$ cat config.mk
export PLATFORM = sky130hd
export DESIGN_NAME = io_slow_out_seq
export DESIGN_NICKNAME = d
export VERILOG_FILES = /design/src/rtl/io_slow_out_seq.sv
export SDC_FILE = /design/constraint.sdc
export NUM_CORES = 1
export LEC_CHECK = 0
export CAP_MARGIN = 20
export CORE_MARGIN = 2
export CORE_UTILIZATION = 40
export DETAILED_ROUTE_END_ITERATION = 7
export PLACE_DENSITY = 0.71
export SETUP_SLACK_MARGIN = 0.2
export SLEW_MARGIN = 10
export SYNTH_ARGS = -nofsm -noshare
export SYNTH_HDL_FRONTEND = slang
export SYNTH_SLANG_ARGS = --single-unit
$ cat constraint.sdc
create_clock -name CLOCK -period 1.4 [get_ports CLOCK]
set_input_delay 0.28 -clock CLOCK [delete_from_list [all_inputs] [get_ports CLOCK]]
set_output_delay 0.28 -clock CLOCK [all_outputs]
set_load 0.02 [all_outputs]
$ cat src/rtl/io_slow_out_seq.sv
// io_slow_out_seq: slow-output character sequencer (format decode, serial digit, device handshake); device timeout compiled in with SLOW_OUT_TIMEOUT_EN
module io_slow_out_seq #(
  parameter int DIGIT_BITS    = 4,
  parameter int TIMEOUT_WORDS = 1024
) (
  input  logic       CLOCK,
  input  logic       rst_n,
  input  logic       T0,
  input  logic       START,
  input  logic       STOP,
  input  logic [2:0] FMT,
  input  logic       DIN,
  input  logic       DEV_ACK,
  output logic       SHIFT_EN,
  output logic [5:0] CHAR,
  output logic       CHAR_VALID,
  output logic       DIGIT_OF,
  output logic       WAIT_OF,
  output logic       CR_TAB_OF,
  output logic       RELOAD,
  output logic       BUSY,
  output logic       DONE,
  output logic       TIMEOUT
);
  localparam int CW = $clog2(DIGIT_BITS + 1);
  typedef enum logic [2:0] {S_IDLE, S_FETCH, S_SHIFT, S_PRESENT, S_RELOAD, S_END} state_t;
  state_t                r_state;
  state_t                w_next;
  logic [2:0]            r_fmt;
  logic [DIGIT_BITS-1:0] r_digit;
  logic [CW-1:0]         r_cnt;
  logic                  r_digit_of;
  logic                  r_wait_of;
  logic                  r_cr_tab_of;
  logic                  w_last;
  logic                  w_load;
  logic                  w_keep;
  logic                  w_tmo;

  if (DIGIT_BITS < 2 || DIGIT_BITS > 6 || TIMEOUT_WORDS < 1) begin : g_param_check
    $error("io_slow_out_seq: unsupported DIGIT_BITS or TIMEOUT_WORDS");
  end

  assign w_last = r_cnt == CW'(DIGIT_BITS - 1);
  assign w_load = r_state == S_FETCH && T0 && !STOP;
  assign w_keep = w_next != S_IDLE && w_next != S_FETCH;

`ifdef SLOW_OUT_TIMEOUT_EN
  localparam int WW = $clog2(TIMEOUT_WORDS + 1);
  logic [WW-1:0] r_words;
  logic          r_timeout;
  assign w_tmo   = r_state == S_PRESENT && T0 && !DEV_ACK && !STOP && r_words == WW'(TIMEOUT_WORDS - 1);
  assign TIMEOUT = r_timeout;
  // word counter restarts on every PRESENT entry; timeout stays set until the next accepted START
  always_ff @(posedge CLOCK or negedge rst_n)
    if (!rst_n) begin
      r_words   <= '0;
      r_timeout <= 1'b0;
    end else begin
      r_words   <= r_state == S_PRESENT ? r_words + WW'(T0) : '0;
      r_timeout <= w_tmo | (r_timeout & ~(r_state == S_IDLE && START && !STOP));
    end
`else
  assign w_tmo   = 1'b0;
  assign TIMEOUT = 1'b0;
`endif

  // state register, latched format, decode flags, LSB-first digit shifter and bit counter
  always_ff @(posedge CLOCK or negedge rst_n)
    if (!rst_n) begin
      r_state     <= S_IDLE;
      r_fmt       <= '0;
      r_digit     <= '0;
      r_cnt       <= '0;
      r_digit_of  <= 1'b0;
      r_wait_of   <= 1'b0;
      r_cr_tab_of <= 1'b0;
    end else begin
      r_state     <= w_next;
      r_fmt       <= w_load ? FMT : r_fmt;
      r_digit     <= r_state == S_SHIFT ? {DIN, r_digit[DIGIT_BITS-1:1]} : r_digit;
      r_cnt       <= (r_state == S_SHIFT && w_next == S_SHIFT) ? r_cnt + CW'(1) : '0;
      r_digit_of  <= w_load ? FMT[1:0] == 2'b00 : w_keep & r_digit_of;
      r_wait_of   <= w_load ? FMT == 3'b111 : w_keep & r_wait_of;
      r_cr_tab_of <= w_load ? FMT[1:0] == 2'b10 : w_keep & r_cr_tab_of;
    end

  // next state (STOP overrides everything) and state-decoded outputs
  always_comb begin
    w_next = r_state;
    case (r_state)
      S_IDLE:    if (START) w_next = S_FETCH;
      S_FETCH:   if (T0) w_next = FMT == 3'b001 ? S_END : FMT == 3'b101 ? S_RELOAD :
                                  (FMT[1:0] == 2'b00 || FMT == 3'b111) ? S_SHIFT : S_PRESENT;
      S_SHIFT:   if (w_last) w_next = r_wait_of ? S_FETCH : S_PRESENT;
      S_PRESENT: w_next = DEV_ACK ? S_FETCH : w_tmo ? S_IDLE : S_PRESENT;
      S_RELOAD:  if (T0) w_next = S_FETCH;
      S_END:     w_next = S_IDLE;
      default:   w_next = S_IDLE;
    endcase
    if (STOP) w_next = S_IDLE;
    SHIFT_EN   = r_state == S_SHIFT;
    CHAR_VALID = r_state == S_PRESENT;
    RELOAD     = r_state == S_RELOAD;
    DONE       = r_state == S_END;
    BUSY       = r_state != S_IDLE && r_state != S_END;
    DIGIT_OF   = r_digit_of;
    WAIT_OF    = r_wait_of;
    CR_TAB_OF  = r_cr_tab_of;
    CHAR       = r_state != S_PRESENT ? 6'h00 :
                 r_fmt == 3'b000 ? 6'(r_digit) :
                 r_fmt == 3'b100 ? (r_digit[0] ? 6'h25 : 6'h30) :
                 r_fmt == 3'b010 ? 6'h22 :
                 r_fmt == 3'b011 ? 6'h23 :
                 r_fmt == 3'b110 ? 6'h24 : 6'h00;
  end
endmodule
==> results.yml <==
run_status:
  status: "complete, but fails checks"
  failed_checks: "setup timing"
yosys:
  async_flop_share_pct: 100
  yosysWarnings: 0
  ys_seq_elements: 16
  post-synth-top-count-cell: "dfrtp_1"
  synth_area_leaders: "dfrtp_1, mux2_2, mux2_4, nand2b_1, nor2_1"
  synth_nets: 100
  synthFlopType: "dfrtp_1"
  synth.largest_area_cell: "dfrtp_1"
  synthCells: 88
  yosysSeqAreaShare_pct: 43.1
  netlist.area_leader.share_pct: 43.1
  syn_avg_cell_area_um2: 10.6
  synth_cell_types: 36
  synth_edf_count: 0
  syn_area_um2: 930
  netlist_top_cells_count: "dfrtp_1, nor2_1, nand2b_1, inv_1"
placed_design:
  dp_hpwl_mm: 1.57
  gp_congestion: 0.836
  dp.cells: 156
  portBuffers: 23
detailed_routing:
  dr.pass1.iters: 2
  via_per_inst: 5.27
  drc_errors: 0
  num_vias: 902
  wire_per_inst_um: 14.5
  ant_nets: 0
  wirelength_mm: 2.48
  drt_iter0_markers: 16
clock_network:
  htreeDepth: 1
  cts-buffers-inserted: 3
  cts_tree: "done"
  cts.sinks: 16
  ctsHoldBuffers: 0
  clk_pin_slew_worst_paths_ps: 100
  cts_buffer_depth: 2
  clk_latency_ps: 290
  cts-root-buf: "clkbuf_4"
critical_path:
  crit_path_max_incr_delay_ps: 380
  rr_endpoint: "r_digit[1]"
  required_ps: 1120
  end_kind: "output pin"
  worstSetupPathType: "reg2out"
  rr_worst_depth: 5
  crit_path_cell_trace: "nand3b_1 -> buf_6 -> nor4bb_4 -> buf_4"
  startpoint: "r_state[2]"
  startpoint_type: "register"
  critPathArrivalTime_ps: 1410
  r2r_start: "r_state[2]"
  rrSetupSlack_ps: -110
  critPathCapture: "CHAR[4]"
  critPathMaxFanout: 6
  slowest_stage: "dfrtp_1"
floorplan:
  io_pins: 25
  die-width_um: 52.2
  core_area_mm2: 0.00221
  num_rows: 17
  dieArea_mm2: 0.00273
  fp.dieH_um: 52.2
  start_util_pct: 42.0
power_and_ir_drop:
  power_mw: 1.78
  leakage_nw: 0.704
  vdd_drop_max_mv: 0.942
  p_per_area_mw_per_mm2: 1110
global_route:
  grt_pass1_wl_mm: 3.77
  grt-ovfl-total: 0
  antenna_found_initial: 0
  grt_max_degree: 17
  grt.total_usage_pct: 19.0
  grt_pass1_vias: 835
cells_and_area:
  final_cells: 171
  areaGrowthSynthToFinish_pct: 72.5
  num-nets-final: 156
  diodes: 0
  drive_above_1_share_pct: 58.7
sta:
  min_period_ps: 1690
  fin_ws_ps: -288
  rsz0062_at_grt: "true"
  hold_viol: 0
  hold_ws_ps: 292
  period_share_pct: 121
  max_freq_mhz: 592
  clock_skew_ps: 1.19
  finalSetupViolations: 21
  slew_violations: 0
worst_hold_path:
  hold_path_class: "in2async"
run:
  cap_violations: 0
-- critical path: cells and delay by family, from the launching register on --
kind                   cells  cell delay, ps
buffers and inverters      2             330
DFF                        1             380
and+or+nand+nor            2             400
-- cell families (layout without fill, tap and decap cells) --
kind of cell | count (synthesis) | in the layout | share of synthesized area, %
buf+inv | 9 | 64 | 5.79
flops | 16 | 16 | 43.1
simple gates | 38 | 38 | 26.1
xor+xnor | 1 | 1 | 0.942
mux | 8 | 8 | 10.8
compound gates | 13 | 13 | 10.2
fa+ha+maj | 2 | 2 | 2.69
other cells | 1 | 1 | 0.403
-- power breakdown --
group	internal (mW)	switching, mW	total [mW]
sequential	0.566	0.136	0.702
clock	0.158	0.161	0.319
combinational	0.459	0.302	0.761
-- stage by stage --
stage	area [um^2]	util, %	worst slack [ps]	TNS, ps
after floorplan	970	-	-223	-1280
after global placement	1370	61.9	-423	-5090
after detailed placement	1370	61.9	-435	-5300
after CTS	1520	68.7	-286	-2880
after global routing	1600	72.5	-332	-4290
final	1600	72.5	-288	-3070
-- state kept, by name (all words and copies together), names as in the netlist --
name	flops
r_digit	4
CR_TAB_OF	1
r_cnt	3
r_state	3
DIGIT_OF	1
WAIT_OF	1
r_fmt	3
-- placed cells by master (no fill, tap or decap), types with 3 or more instances in the layout --
cell,Yosys,final
buf_4,1,30
dfrtp_1,16,14
buf_6,2,12
clkdlybuf4s50_1,0,9
nand2b_1,6,6
nor2_1,7,4
inv_1,5,4
mux2_2,4,4
nand3b_1,3,3
nand2_1,4,3
nand3_1,3,3
a211oi_2,0,3
mux2_4,3,3
clkbuf_4,0,3
buf_2,1,3
-- worst min path at each step --
stage,slack [ps],from,endpoint
2_1_floorplan,-20,rst_n,CR_TAB_OF
3_3_place_gp,420,r_cnt[0],r_cnt[0]
3_5_place_dp,440,r_cnt[0],r_cnt[0]
4_1_cts,300,rst_n,CR_TAB_OF
5_1_grt,340,rst_n,r_state[0]
6_report,290,rst_n,CR_TAB_OF
-- cell type report --
cell class / instances / area, um^2
repair buffers: 55 / 485
flip-flops and latches: 16 / 403
well taps: 28 / 35.0
clock buffers: 4 / 36.3
inverters: 5 / 18.8
multi-input cells: 63 / 626
fillers: 156 / 608
-- timing repair --
| item | in CTS | in global routing |
|---|---|---|
| pin swaps | 9 | 4 |
| setup endpoints to repair | 29 | 27 |
| setup buffers | 8 | 3 |
| gates resized for setup | 90 | 13 |
-- per-layer routing --
metal / track usage, % / vias to the layer above / wire length, um
li1: - / 427 / -
met1: 25.3 / 459 / 1120
met2: 31.6 / 12 / 1270
met3: 2.86 / 4 / 66
met4: 6.41 / 0 / 27
met5: 0 / - / 0
Note: power is estimated with default switching activity, not from simulation.
